==> src/rtl/pal_cfg_loader.sv <==
// pal_cfg_loader: serialises host configuration words MSB-first onto the PAL configuration shift chain.
module pal_cfg_loader #(
  parameter int N = 8,
  parameter int M = 8,
  parameter int P = 8,
  parameter int W = 8
) (
  input  logic         CLK,
  input  logic         RST,
  input  logic         START,
  input  logic         ABORT,
  input  logic [W-1:0] DATA_IN,
  input  logic         DATA_VALID,
  output logic         DATA_READY,
  output logic         CFG_OUT,
  output logic         CFG_EN,
  output logic         BUSY,
  output logic         DONE
);
  localparam int SR_LEN = 2*N + (N+M)*P;
  localparam int RW = $clog2(SR_LEN+1);
  localparam int BW = $clog2(W+1);
  typedef enum logic [1:0] {IDLE, LOAD, SHIFT, FIN} state_t;
  state_t state;
  logic [W-1:0] hold;
  logic [RW-1:0] rem;
  logic [BW-1:0] bcnt;
  always_ff @(posedge CLK)
    if (RST) begin
      state <= IDLE;
      hold <= '0;
      rem <= '0;
      bcnt <= '0;
    end else if (ABORT && state != IDLE) state <= IDLE;
    else
      case (state)
        IDLE: if (START) begin
          state <= LOAD;
          rem <= RW'(SR_LEN);
          bcnt <= '0;
        end
        LOAD: if (DATA_VALID) begin
          state <= SHIFT;
          hold <= DATA_IN;
          // the final word only contributes its top rem bits
          bcnt <= (int'(rem) < W) ? BW'(rem) : BW'(W);
        end
        SHIFT: begin
          hold <= hold << 1;
          bcnt <= bcnt - BW'(1);
          rem <= rem - RW'(1);
          if (bcnt == BW'(1)) state <= (rem == RW'(1)) ? FIN : LOAD;
        end
        FIN: state <= IDLE;
      endcase
  assign DATA_READY = state == LOAD;
  assign CFG_EN = state == SHIFT;
  assign CFG_OUT = CFG_EN & hold[W-1];
  assign BUSY = state != IDLE;
  assign DONE = state == FIN;
endmodule

==> config.mk <==
export PLATFORM = sky130hd
export DESIGN_NAME = pal_cfg_loader
export DESIGN_NICKNAME = d
export VERILOG_FILES = /design/src/rtl/pal_cfg_loader.sv
export SDC_FILE = /design/constraint.sdc
export NUM_CORES = 1
export LEC_CHECK = 0
export ABC_AREA = 1
export BUFFER_PORTS_ARGS = -buffer_cell sky130_fd_sc_hd__buf_2
export CAP_MARGIN = 20
export CORE_MARGIN = 2
export CORE_UTILIZATION = 60
export DETAILED_ROUTE_END_ITERATION = 6
export GPL_TIMING_DRIVEN = 0
export PLACE_DENSITY = 0.79
export SYNTH_ARGS = -nofsm -noshare
export SYNTH_HDL_FRONTEND = slang
export SYNTH_SLANG_ARGS = --single-unit
==> constraint.sdc <==
create_clock -name CLK -period 4.36 [get_ports CLK]
set_input_delay 0.436 -clock CLK [delete_from_list [all_inputs] [get_ports CLK]]
set_output_delay 0.436 -clock CLK [all_outputs]
set_load 0.02 [all_outputs]
==> flow_summary.json <==
{
  "cts_tree": "built",
  "die_y_um": 51.2,
  "critical_path.max_fanout": 7,
  "core_region_area_um2": 2150,
  "cts.sinks": 22,
  "initial_core_util_pct": 62.1,
  "synth.cell_area_um2": 1330,
  "worstSkewPairLatency_ns": 0.32,
  "synth_area_per_cell_um2": 6.98,
  "slew_viol_final": 0,
  "cp_slowest_stage_delay_ns": 0.36,
  "setup_viol": 0,
  "vias": 1241,
  "leakage_uw": 0.000702,
  "place.port_buffers": 17,
  "die_width_um": 51.2,
  "muxShareOfSynthArea_pct": 0,
  "layout_common_cells": "nand2_1 (46), inv_1 (27), dfxtp_1 (22), a21oi_1 (19), buf_2 (18)",
  "root_buffer": "clkbuf_4",
  "synth_seq_area_share_pct": 33.0,
  "drt-vias-per-instance": 5.17,
  "status": "complete, no violations",
  "synth_nets": 212,
  "cts-buffers-inserted": 3,
  "whs_ns": 0.349,
  "synth_xor_xnor_area_share_pct": 1.31,
  "cts_resized": 0,
  "start_kind": "flop",
  "fin_crit_ns": 1.87,
  "clkTransAtPathRegs_ns": 0.13,
  "fmax_mhz": 535,
  "wl_per_cell_um": 11.6,
  "crit_type": "reg -> out",
  "drv_cap": 0,
  "design_area_um2": 1510,
  "synth_top_family_by_area": "simple AND/OR/NAND/NOR gates",
  "fillCellCount": 188,
  "dr.pass1.iters": 4,
  "seqCellArea_um2": 440,
  "first_global_vias": 1127,
  "skew_ns": 0.0140,
  "grt_max_degree": 14,
  "slowest_stage": "dfxtp_1",
  "cts_hold_buf": 0,
  "worst_slew_pin_slew_ns": 0.326,
  "rsz0062_at_grt": "false",
  "finalCritPeriodShare_pct": 42.9,
  "grt_pass1_wl_um": 4610,
  "synthDistinctLibCells": 25,
  "multi_input_area_um2": 741,
  "synthCells": 191,
  "ant_nets": 0,
  "hp-class": "in -> reg",
  "worstPathCellList": "inv_1 -> ha_1 -> nand2_1 -> inv_1 -> buf_2",
  "cp.required_ns": 3.92,
  "htree_num_levels": 1,
  "worstPathArrival_ns": 1.43,
  "gr-total-overflow": 0,
  "grtUsageTotal_pct": 23.0,
  "place_hpwl_um": 2130,
  "hold_violations": 0,
  "crit_top_cell": "inv_1",
  "drt_iter0_markers": 18,
  "setup-tns-final_ns": 0,
  "cp-end-kind": "output pin",
  "placed_cell_area_um2": 1450,
  "ys.warnings.count": 0,
  "wirelength_um": 2780,
  "layout_commonest_cell": "nand2_1",
  "n_antenna_cell": 0,
  "post-route-util_pct": 70.1,
  "drive_gt1_share_pct": 20.8,
  "cts_setup_buffers": 0,
  "io_pins": 18,
  "synth_simple_gate_area_share_pct": 28.9,
  "relSlewSlack_pct": 78.3,
  "rows": 17,
  "area_growth_pct": 12.9,
  "synth_fa_ha_area_share_pct": 7.50,
  "die_area_um2": 2620,
  "ir_drop_uv": 537,
  "fin_nets": 234,
  "antenna_found_initial": 0,
  "drc": 0,
  "clockBufferDepth": 2,
  "power_density_nw_per_um2": 756,
  "power_uw": 1140,
  "synth_compound_area_share_pct": 17.8,
  "ys_seq_elements": 22,
  "place_congestion": 0.811
}
-- area by class of cell --
cell class                      count  area share [%]
Multi-Input combinational cell    135            49.2
Sequential cell                    22            29.2
Inverter                           31            7.72
Timing Repair Buffer               17            5.65
Buffer                              3            2.41
Tap cell                           28            2.33
Clock inverter                      1            1.99
Clock buffer                        3            1.50
-- synth_stat cells, drive strengths merged --
| master | n | area, um^2 |
|---|---|---|
| a211oi | 1 | 7.51 |
| a21oi | 19 | 95.1 |
| buf | 3 | 36.3 |
| dfxtp | 22 | 440 |
| ha | 8 | 100 |
| inv | 31 | 116 |
| nand2 | 49 | 191 |
| nand3 | 14 | 87.6 |
| nand4 | 1 | 6.26 |
| nor2 | 18 | 87.6 |
| nor3b | 1 | 12.5 |
| o21ai | 20 | 123 |
| o22ai | 2 | 12.5 |
| xnor2 | 1 | 8.76 |
| xor2 | 1 | 8.76 |
-- per-stage QoR --
step	std cells	setup slack [ns]
after floorplan	191	2.85
after global placement	236	2.80
after detailed placement	236	2.75
after CTS	240	2.49
after global routing	240	2.40
final	240	2.49
-- report_power, final --
group	internal, uW	switching (uW)
combinational	230	420
clock	93.1	65.3
sequential	280	51.3
-- final timing paths --
kind              startpoint       to  slack [ns]  cells after the start
setup / recovery    state[0]  CFG_OUT        2.49                      5
hold / removal           RST  bcnt[3]        0.35                      2
setup reg to reg    state[1]  bcnt[0]        2.72                      9
hold reg to reg      hold[7]  hold[7]        0.45                      2
-- registers in the layout, summed over array words and instances (netlist names) --
register / count
state: 2
rem: 8
hold: 8
bcnt: 4
-- kinds of logic (layout without fill, tap and decap cells) --
| group | after synthesis | after routing |
|---|---|---|
| simple gates | 83 | 83 |
| buf+inv | 34 | 55 |
| xor+xnor | 2 | 2 |
| flops | 22 | 22 |
| compound gates | 42 | 42 |
| fa+ha+maj | 8 | 8 |
-- layer usage --
| metal | GRT usage (%) | share of wire, % | vias up |
|---|---|---|---|
| met5 | 0 | 0 | - |
| met4 | 6.76 | 0.86 | 0 |
| met3 | 4.09 | 2.7 | 2 |
| met2 | 41.3 | 50 | 16 |
| met1 | 27.6 | 47 | 575 |
| li1 | - | - | 648 |
-- worst max-delay path: cells and delay by family (launching register included) --
kind                     cells  cell delay [ns]
buffers and inverters        3             0.31
flip-flops                   1             0.36
adder cells (fa/ha/maj)      1             0.36
AND/OR/NAND/NOR              1             0.09
No activity file was read; power rests on OpenSTA's default activity.
